==> src/rtl/rs232in_hex_pkg.sv <==
// Shared definitions for the RS232 hex line receiver: receiver FSM encoding,
// line-control characters and the ASCII hex-digit decoder.
package rs232in_hex_pkg;

   typedef enum logic [2:0] {
      IDLE     = 3'd0,
      START    = 3'd1,
      DATA     = 3'd2,
      STOP     = 3'd3,
      WAITHIGH = 3'd4
   } rx_state_t;

   localparam logic [7:0] CR = 8'd13;
   localparam logic [7:0] LF = 8'd10;

   // Returns {is_hex, nibble}. Letters map via low nibble + 9 ('A'/'a' -> 1 + 9).
   function automatic logic [4:0] hex_decode(input logic [7:0] c);
      logic [4:0] r;
      r = 5'd0;
      if (c >= 8'h30 && c <= 8'h39)
         r = {1'b1, c[3:0]};
      else if ((c >= 8'h41 && c <= 8'h46) || (c >= 8'h61 && c <= 8'h66))
         r = {1'b1, c[3:0] + 4'd9};
      return r;
   endfunction

endpackage

==> src/rtl/rs232in_hex_if.sv <==
// Serial input plus received-byte and parsed-word outputs of rs232in_hex.
// master = the receiver/parser side, slave = whoever drives the line and consumes results.
interface rs232in_hex_if;
   logic        serial_in;
   logic [7:0]  byte_data;
   logic        byte_valid;
   logic        framing_error;
   logic [35:0] word;
   logic [3:0]  nibbles;
   logic        word_overflow;
   logic        word_valid;

   modport master (
      input  serial_in,
      output byte_data, byte_valid, framing_error,
      output word, nibbles, word_overflow, word_valid
   );

   modport slave (
      output serial_in,
      input  byte_data, byte_valid, framing_error,
      input  word, nibbles, word_overflow, word_valid
   );
endinterface

==> src/rtl/rs232in.sv <==
// 8N1 UART receiver; byte_valid/framing_error pulse one cycle after the stop-bit sample.
// No backpressure: each byte is presented for a single cycle and must be taken then.
module rs232in
   import rs232in_hex_pkg::*;
#(
   parameter int frequency = 50_000_000,
   parameter int bps       = 115_200
) (
   input  logic       clock,
   input  logic       reset,
   input  logic       serial_in,
   output logic [7:0] byte_data,
   output logic       byte_valid,
   output logic       framing_error
);
   localparam int P  = frequency / bps;
   localparam int H  = P / 2;
   localparam int CW = $clog2(P + 1);

   rx_state_t     state, state_nxt;
   logic [1:0]    sync_q;
   logic          prev_q;
   logic [CW-1:0] cnt, cnt_nxt;
   logic [2:0]    bit_idx, bit_nxt;
   logic [7:0]    shreg, shreg_nxt;
   logic [7:0]    data_nxt;
   logic          vld_nxt, ferr_nxt;
   logic          rxd, fall, expired;

   assign rxd     = sync_q[1];
   assign fall    = prev_q & ~rxd;
   // A load of N therefore expires after exactly N cycles
   assign expired = (cnt <= CW'(1));

   always_ff @(posedge clock or posedge reset) begin
      if (reset) begin
         sync_q        <= 2'b11;
         prev_q        <= 1'b1;
         state         <= IDLE;
         cnt           <= '0;
         bit_idx       <= '0;
         shreg         <= '0;
         byte_data     <= '0;
         byte_valid    <= 1'b0;
         framing_error <= 1'b0;
      end else begin
         sync_q        <= {sync_q[0], serial_in};
         prev_q        <= rxd;
         state         <= state_nxt;
         cnt           <= cnt_nxt;
         bit_idx       <= bit_nxt;
         shreg         <= shreg_nxt;
         byte_data     <= data_nxt;
         byte_valid    <= vld_nxt;
         framing_error <= ferr_nxt;
      end
   end

   always_comb begin
      state_nxt = state;
      cnt_nxt   = cnt;
      bit_nxt   = bit_idx;
      shreg_nxt = shreg;
      data_nxt  = byte_data;
      vld_nxt   = 1'b0;
      ferr_nxt  = 1'b0;
      case (state)
         IDLE: begin
            if (fall) begin
               state_nxt = START;
               cnt_nxt   = CW'(H);
            end
         end
         START: begin
            if (!expired) begin
               cnt_nxt = cnt - CW'(1);
            end else if (!rxd) begin
               state_nxt = DATA;
               cnt_nxt   = CW'(P);
               bit_nxt   = '0;
            end else begin
               state_nxt = IDLE;
            end
         end
         DATA: begin
            if (!expired) begin
               cnt_nxt = cnt - CW'(1);
            end else begin
               shreg_nxt = {rxd, shreg[7:1]};
               cnt_nxt   = CW'(P);
               bit_nxt   = bit_idx + 3'd1;
               if (bit_idx == 3'd7)
                  state_nxt = STOP;
            end
         end
         STOP: begin
            if (!expired) begin
               cnt_nxt = cnt - CW'(1);
            end else if (rxd) begin
               data_nxt  = shreg;
               vld_nxt   = 1'b1;
               state_nxt = IDLE;
            end else begin
               ferr_nxt  = 1'b1;
               state_nxt = WAITHIGH;
            end
         end
         WAITHIGH: begin
            if (rxd)
               state_nxt = IDLE;
         end
         default: state_nxt = IDLE;
      endcase
   end

endmodule

==> src/rtl/rs232in_hex.sv <==
// RS232 hex-line parser; word_valid pulses one cycle after the byte_valid of the closing LF.
// No backpressure: results are single-cycle pulses and word/nibbles hold until the next line.
module rs232in_hex
   import rs232in_hex_pkg::*;
#(
   parameter int frequency = 50_000_000,
   parameter int bps       = 115_200
) (
   input  logic           clock,
   input  logic           reset,
   rs232in_hex_if.master  bus
);
   logic [35:0] acc;
   logic [3:0]  cnt;
   logic        ovf;
   logic [4:0]  hx;

   rs232in #(.frequency(frequency), .bps(bps)) u_rx (
      .clock         (clock),
      .reset         (reset),
      .serial_in     (bus.serial_in),
      .byte_data     (bus.byte_data),
      .byte_valid    (bus.byte_valid),
      .framing_error (bus.framing_error)
   );

   assign hx = hex_decode(bus.byte_data);

   always_ff @(posedge clock or posedge reset) begin
      if (reset) begin
         acc               <= '0;
         cnt               <= '0;
         ovf               <= 1'b0;
         bus.word          <= '0;
         bus.nibbles       <= '0;
         bus.word_overflow <= 1'b0;
         bus.word_valid    <= 1'b0;
      end else begin
         bus.word_valid <= 1'b0;
         if (bus.byte_valid) begin
            if (hx[4]) begin
               // Digits beyond the ninth are dropped but remembered as overflow
               if (cnt < 4'd9) begin
                  acc <= {acc[31:0], hx[3:0]};
                  cnt <= cnt + 4'd1;
               end else begin
                  ovf <= 1'b1;
               end
            end else if (bus.byte_data == CR) begin
               acc <= acc;
            end else begin
               if (bus.byte_data == LF && cnt != 4'd0) begin
                  bus.word          <= acc;
                  bus.nibbles       <= cnt;
                  bus.word_overflow <= ovf;
                  bus.word_valid    <= 1'b1;
               end
               acc <= '0;
               cnt <= '0;
               ovf <= 1'b0;
            end
         end
      end
   end

endmodule
==> src/flat_wrapper.sv <==
// flat-port wrapper written by rule: the top's interface ports become plain ports
module rs232in_hex_flat import rs232in_hex_pkg::*;
#(
   parameter int frequency = 50_000_000,
   parameter int bps       = 115_200
)
  (clock, reset, bus_serial_in, bus_byte_data, bus_byte_valid, bus_framing_error, bus_word, bus_nibbles, bus_word_overflow, bus_word_valid);
  rs232in_hex_if bus_i ();
  input  logic clock;
  input  logic reset;
  input wire logic [$bits(bus_i.serial_in)-1:0] bus_serial_in;
  output wire logic [$bits(bus_i.byte_data)-1:0] bus_byte_data;
  output wire logic [$bits(bus_i.byte_valid)-1:0] bus_byte_valid;
  output wire logic [$bits(bus_i.framing_error)-1:0] bus_framing_error;
  output wire logic [$bits(bus_i.word)-1:0] bus_word;
  output wire logic [$bits(bus_i.nibbles)-1:0] bus_nibbles;
  output wire logic [$bits(bus_i.word_overflow)-1:0] bus_word_overflow;
  output wire logic [$bits(bus_i.word_valid)-1:0] bus_word_valid;
  assign bus_i.serial_in = bus_serial_in;
  assign bus_byte_data = bus_i.byte_data;
  assign bus_byte_valid = bus_i.byte_valid;
  assign bus_framing_error = bus_i.framing_error;
  assign bus_word = bus_i.word;
  assign bus_nibbles = bus_i.nibbles;
  assign bus_word_overflow = bus_i.word_overflow;
  assign bus_word_valid = bus_i.word_valid;
  rs232in_hex #(.frequency(frequency), .bps(bps)) u_core (.clock(clock), .reset(reset), .bus(bus_i));
endmodule
==> config.mk <==
export PLATFORM = sky130hd
export DESIGN_NAME = rs232in_hex_flat
export DESIGN_NICKNAME = d
export VERILOG_FILES = /design/src/rtl/rs232in_hex_pkg.sv /design/src/rtl/rs232in_hex_if.sv /design/src/rtl/rs232in.sv /design/src/rtl/rs232in_hex.sv /design/src/flat_wrapper.sv
export SDC_FILE = /design/constraint.sdc
export NUM_CORES = 1
export LEC_CHECK = 0
export BUFFER_PORTS_ARGS = -buffer_cell sky130_fd_sc_hd__buf_2
export CELL_PAD_IN_SITES_DETAIL_PLACEMENT = 0
export CELL_PAD_IN_SITES_GLOBAL_PLACEMENT = 2
export CORE_ASPECT_RATIO = 0.75
export CORE_UTILIZATION = 41
export DETAILED_ROUTE_END_ITERATION = 10
export PLACE_DENSITY_LB_ADDON = 0.1
export SLEW_MARGIN = 20
export SYNTH_ARGS = -nofsm -noshare
export SYNTH_HDL_FRONTEND = slang
export SYNTH_HIERARCHICAL = 1
export SYNTH_SLANG_ARGS = --single-unit
==> constraint.sdc <==
create_clock -name clock -period 2.95 [get_ports clock]
set_input_delay 0.295 -clock clock [delete_from_list [all_inputs] [get_ports clock]]
set_output_delay 0.295 -clock clock [all_outputs]
set_load 0.01 [all_outputs]
# After elaboration in Yosys (flattened, before gate mapping)
# Cells that the tools add are included.
# word_totals
regBits	119
out_inout_bits	52
word_cells	108
input_bits	3
# op_classes
add_sub_neg	4
magnitude_cmp	8
eq_ne	19
n_reduce_logical	17
bitwise	4
n_mux	40
# op_table
cell	count
$mux 36	3
$mux 9	5
$pmux 9 s4	1
$mux 3	10
$ne 2x2->1 const B	10
$eq 8x4->1 const B	2
$ge 8x7->1 const B	2
$le 8x7->1 const B	2
$pmux 3 s5	1
$mux 1	13
$mux 4	3
$reduce_and 4->1	3
$mux 5	2
$le 9x1->1 const B	1
$reduce_and 3->1	3
$sub 9x1->9 const B	1
$ge 8x6->1 const B	1
$le 8x6->1 const B	1
$reduce_bool 4->1	2
$eq 3x2->1 const B	2
$eq 3x3->1 const B	2
$pmux 3 s2	1
$reduce_and 6->1	1
$add 4x1->4 const B	1
14 further kinds	19

# Depth between registers and ports, before layout
# depth
depth_word	7
depth_mapped	10
mapped_depth_nobuf	7

# Modules after synthesis
# Netlist, hierarchy kept.
# by_module_without_submodules
mod	area_per_inst_um2	seq_area_each_um2	instances	cells_each
rs232in_hex	3467.1	2077.0	1	230
rs232in	1757.9	904.6	1	149

# Worst setup path before layout
# Ideal clock, no wire load.
# synth_timing
path_kind	reg2reg
startpoint	register u_core.u_rx.byte_data[0]
endpoint	register u_core.acc[32]
slack_ps	706
arrival_ps	2123
required_time_ps	2829
period_less_slack_ps	2244
n_path_buf	2
stages_incl_launch_ff	10
cell_sequence	dfrtp_1 > inv_1 > ha_1 > inv_1 > o311a_1 > or3_1 > nor2b_1 > buf_6 > buf_6 > a22o_1
# synth_via
elab_chain_cells	7
# synth_lines
item	line_no	source
start: declaration	rs232in.sv:12	output logic [7:0] byte_data,
start signal: assignment	rs232in.sv:53	byte_data <= data_nxt;
$ge 8x7->1 or $le 8x7->1 (tied branches)	rs232in_hex_pkg.sv:22	else if ((c >= 8'h41 && c <= 8'h46) || (c >= 8'h61 && c <= 8'h66))
$logic_and 1x1->1	rs232in_hex_pkg.sv:22	
$logic_or 1x1->1	rs232in_hex_pkg.sv:22	
$mux 5	rs232in_hex_pkg.sv:22	
$mux 5	rs232in_hex_pkg.sv:20	if (c >= 8'h30 && c <= 8'h39)
$ne 2x2->1 (no source line) or $ne 2x1->1 (tied branches)	-	
$reduce_and 3->1 (no source line)	-	
end signal: assignment	rs232in_hex.sv:44	acc <= {acc[31:0], hx[3:0]};
end: declaration	rs232in_hex.sv:13	logic [35:0] acc;
# Several ways; a longest one is shown, not always the timed one.
# A chain may end at the register's enable or synchronous reset.

# Final worst setup path
# layout_timing
startpoint	register u_core.u_rx.byte_data[0]
endpoint	register u_core.acc[21]
# Same word-level chain as after synthesis.

==> parameters.txt <==
Parameter                              Value

Critical path
  Highest fanout seen on the critical path    22
  WS Path Type    flip-flop to flip-flop
  Crit path capture type    flip-flop
  Type of origin of the critical path    flip-flop
  Number of cell instances on the worst register-to-register path    8
  Critical Path RT    approximately 3300 ps
  CP Data Arrival Time    around 3000 ps

Placed design
  Final estimated routing congestion in global placement    just under 0.8
  Place WS    approximately 360 ps
  Detailed placement HPWL    about 6800 µm
  Count of input and output buffers    54

Timing
  Number of pins with negative max-slew slack in the final report    0
  Worst path setup slack after routing    about 350 ps
  Achievable frequency    between 0.3 and 0.4 GHz
  Slew of the pin with the lowest slew margin    785.4 ps
  Accumulated negative setup slack    0 ps
  Largest clock skew in the final design    ~11 ps
  Final Hold Vio Count    0
  Unrepaired setup endpoints after global routing    no
  Setup-violating endpoint count in the final report    0
  Clock period minus final worst setup slack    roughly 2600 ps
  Max transition margin    a little under half
  Share of the clock period used by the worst path after layout    around nine tenths

Logic synthesis
  Commonest cells post-synth    sky130_fd_sc_hd__dfrtp_1, sky130_fd_sc_hd__mux2_4, sky130_fd_sc_hd__a22o_1
  Async SR Flop Fraction    100.0%
  Leading cell types by total area after synthesis    sky130_fd_sc_hd__dfrtp_1, sky130_fd_sc_hd__mux2_4, sky130_fd_sc_hd__a22o_1
  Portion of synthesized cell area occupied by the leading cell type    between 50% and 60%
  Distinct cell type count after synthesis    57
  Total nets after synthesis    about 400
  Number of storage elements in the synthesis netlist    about 120
  Commonest register cell after synthesis    sky130_fd_sc_hd__dfrtp_1
  Number of enable-type register cells in the synthesized netlist    0
  Synth Area per Inst    13.79 µm²
  Top cell type by total area after synthesis    sky130_fd_sc_hd__dfrtp_1
  Netlist area before placement    between 5000 and 6000 µm²
  Synth Warn #    6
  Cells after synthesis    ~380
  Proportion of synthesized chip area in sequential cells    a little under three fifths
  Most common cell in the netlist    sky130_fd_sc_hd__dfrtp_1

Clock tree
  Number of H-tree levels    4
  Number of buffers on the longest clock path    2
  Clk pin slew, worst setup/hold paths    roughly 60 ps
  Total CTS buffers    17
  Number of buffers inserted by post-CTS setup repair    0
  Clk Latency, worst-skew pair    410 ps
  # clock sinks    ~120
  Clock tree from TritonCTS    done
  Root Buffer Master    sky130_fd_sc_hd__clkbuf_16

Drt
  Total routed wirelength    roughly 10000 µm
  Pre-antenna DRT Iters    4
  Remaining design rule violation count    0
  DRC violation total after the first TritonRoute iteration    between 100 and 150
  Vias    around 3200
  Residual antenna-violating net count after detailed routing    0
  Wirelength per Cell    between 15 and 20 µm
  Post-DR vias/cell    a little over 5

Power
  Static power due to leakage    about 0.0033 µW
  Pwr per Cell Area    674.8 nW/µm²
  Worst ir drop on vdd    0.4530 mV

GRT
  Global-route wire length before repair    approximately 17000 µm
  Global-route congestion overflow total    0
  Busiest metal layer after global routing    met1
  M2 GR Usage    approximately 23%
  GR Util All Layers    between 10% and 20%
  Number of global-route vias before repair    3204
  Largest net degree at the start of global routing    46
  Fraction of met1 tracks used by global routing    a little over a quarter
  Initial antenna violation count    0
  Met3 routing resource usage after global routing    4.689%

Die
  Starting density of the core    around 42%
  Die Footprint    around 13000 µm²
  Top-level I/O count    55
  Row count    35
  Area of the core    ~12000 µm²
  Die Y-Extent    approximately 100 µm
  Width of the die    132.4 µm

Finish
  Final #Nets    459
  Fillers    between 1000 and 1500
  Number of antenna diodes    0
  Register area    a little under 3000 µm²
  Area delta synth->final    19.83%
  Fraction of final layout cells with drive strength greater than 1    between 30% and 40%
  Total area of multi-input combinational cells    2041 µm²

Run
  Maxcap violations    0

Hold path
  Class of the worst hold path    input pin to asynchronous set/reset pin

Status
  Result of the run    finished, final reports clean
## cells in the final DEF (no fill, tap or decap), types with 3 or more instances in the layout
master                      count
sky130_fd_sc_hd__a22o_1        35
sky130_fd_sc_hd__ha_1          10
sky130_fd_sc_hd__buf_4         10
sky130_fd_sc_hd__nor2_1        11
sky130_fd_sc_hd__o21a_1         5
sky130_fd_sc_hd__dfstp_2        3
sky130_fd_sc_hd__clkinv_4       3
sky130_fd_sc_hd__buf_2         54
sky130_fd_sc_hd__nor3_1         5
sky130_fd_sc_hd__a21oi_1        8
sky130_fd_sc_hd__a211oi_1       3
sky130_fd_sc_hd__mux2i_1        3
sky130_fd_sc_hd__mux2_2        15
sky130_fd_sc_hd__a2bb2oi_1      3
sky130_fd_sc_hd__nand2_1       17
sky130_fd_sc_hd__mux2_4        41
sky130_fd_sc_hd__inv_6          6
sky130_fd_sc_hd__clkbuf_16     17
sky130_fd_sc_hd__inv_1         15
sky130_fd_sc_hd__nand3_1        5
sky130_fd_sc_hd__o21ai_0       20
sky130_fd_sc_hd__dfrtp_1      116
## routing by layer
layer  share of wire, %  vias to the layer above
met2                 39                       64
met1                 56                     1572
li1                   -                     1538
met4                1.2                        0
met3                3.8                        9
met5                  0                        -
## worst max-delay path: stages (launching register included)
cell and delay [ps]:
sky130_fd_sc_hd__dfrtp_1 410, sky130_fd_sc_hd__inv_1 130, sky130_fd_sc_hd__ha_1 180, sky130_fd_sc_hd__inv_1 40, sky130_fd_sc_hd__o311a_1 430, sky130_fd_sc_hd__o21a_1 230, sky130_fd_sc_hd__nor2b_2 560, sky130_fd_sc_hd__buf_4 380
sky130_fd_sc_hd__a22o_1 170
## sequential cells by signal, indices dropped and copies added (netlist names), 4 cells and up
name,flops
u_core/cnt,4
u_core/u_rx/shreg,8
u_core/u_rx/cnt,9
u_core/u_rx/byte_data,8
u_core/acc,36
u_core/bus.word,36
u_core/bus.nibbles,4
## metrics by stage
stage	hold WS (ps)	power, µW	util (%)	instances	cell area (µm²)
2_1_floorplan	299.5	2106	-	379	5225
3_3_place_gp	346.5	2190	45.81	592	5657
3_5_place_dp	347.3	2196	45.81	592	5657
4_1_cts	18.57	4273	50.70	625	6261
5_1_grt	72.32	4421	50.70	625	6261
6_report	7.984	4225	50.70	625	6261
## layout make-up
cell class                 instances  share of cell area [%]
clock inverter                    14                   2.638
sequential                       119                   47.62
timing repair buffer              66                   5.995
tap                              166                   3.317
inverter                          16                  0.9792
multi-input combinational        226                   32.59
clock buffer                      18                   6.855
## path summary, 6_finish.rpt
check	from	endpoint	slack [ps]
max in group asynchronous	reset	u_core/bus.word[0]	2280
min reg2reg	u_core/u_rx/sync_q[0]	u_core/u_rx/sync_q[1]	360
min	reset	u_core/u_rx/cnt[3]	8
max reg2reg	u_core/u_rx/byte_data[0]	u_core/acc[21]	350
max	u_core/u_rx/byte_data[0]	u_core/acc[21]	350
min in group clock	u_core/u_rx/sync_q[0]	u_core/u_rx/sync_q[1]	360
## cell families (layout without fill, tap and decap cells)
logic type                 Yosys count  count (layout)  synth area share (%)
DFF                                119             119                 57.06
AOI/OAI and AO/OA                   98              98                 14.34
muxes                               59              59                 15.59
and+or+nand+nor                     56              56                 6.130
buffers and inverters               34             114                 3.951
adders and majority gates           11              11                 2.586
xor gates and xnor gates             2               2                0.3353
## timing repair
action / CTS / global route
hold endpoints to repair: 1 / 0
resized for setup: 0 / 0
hold buffers: 1 / 0
endpoints found under the setup margin: 0 / 0
## report_power, final
group	leakage, µW	total, µW	internal (µW)	switching, µW
clock network	0.000285	2060	1270	791
logic	0.00136	363	149	213
registers	0.00163	1800	1700	101
total	0.00328	4220	3120	1110
Power figures use the tool's default switching activity.
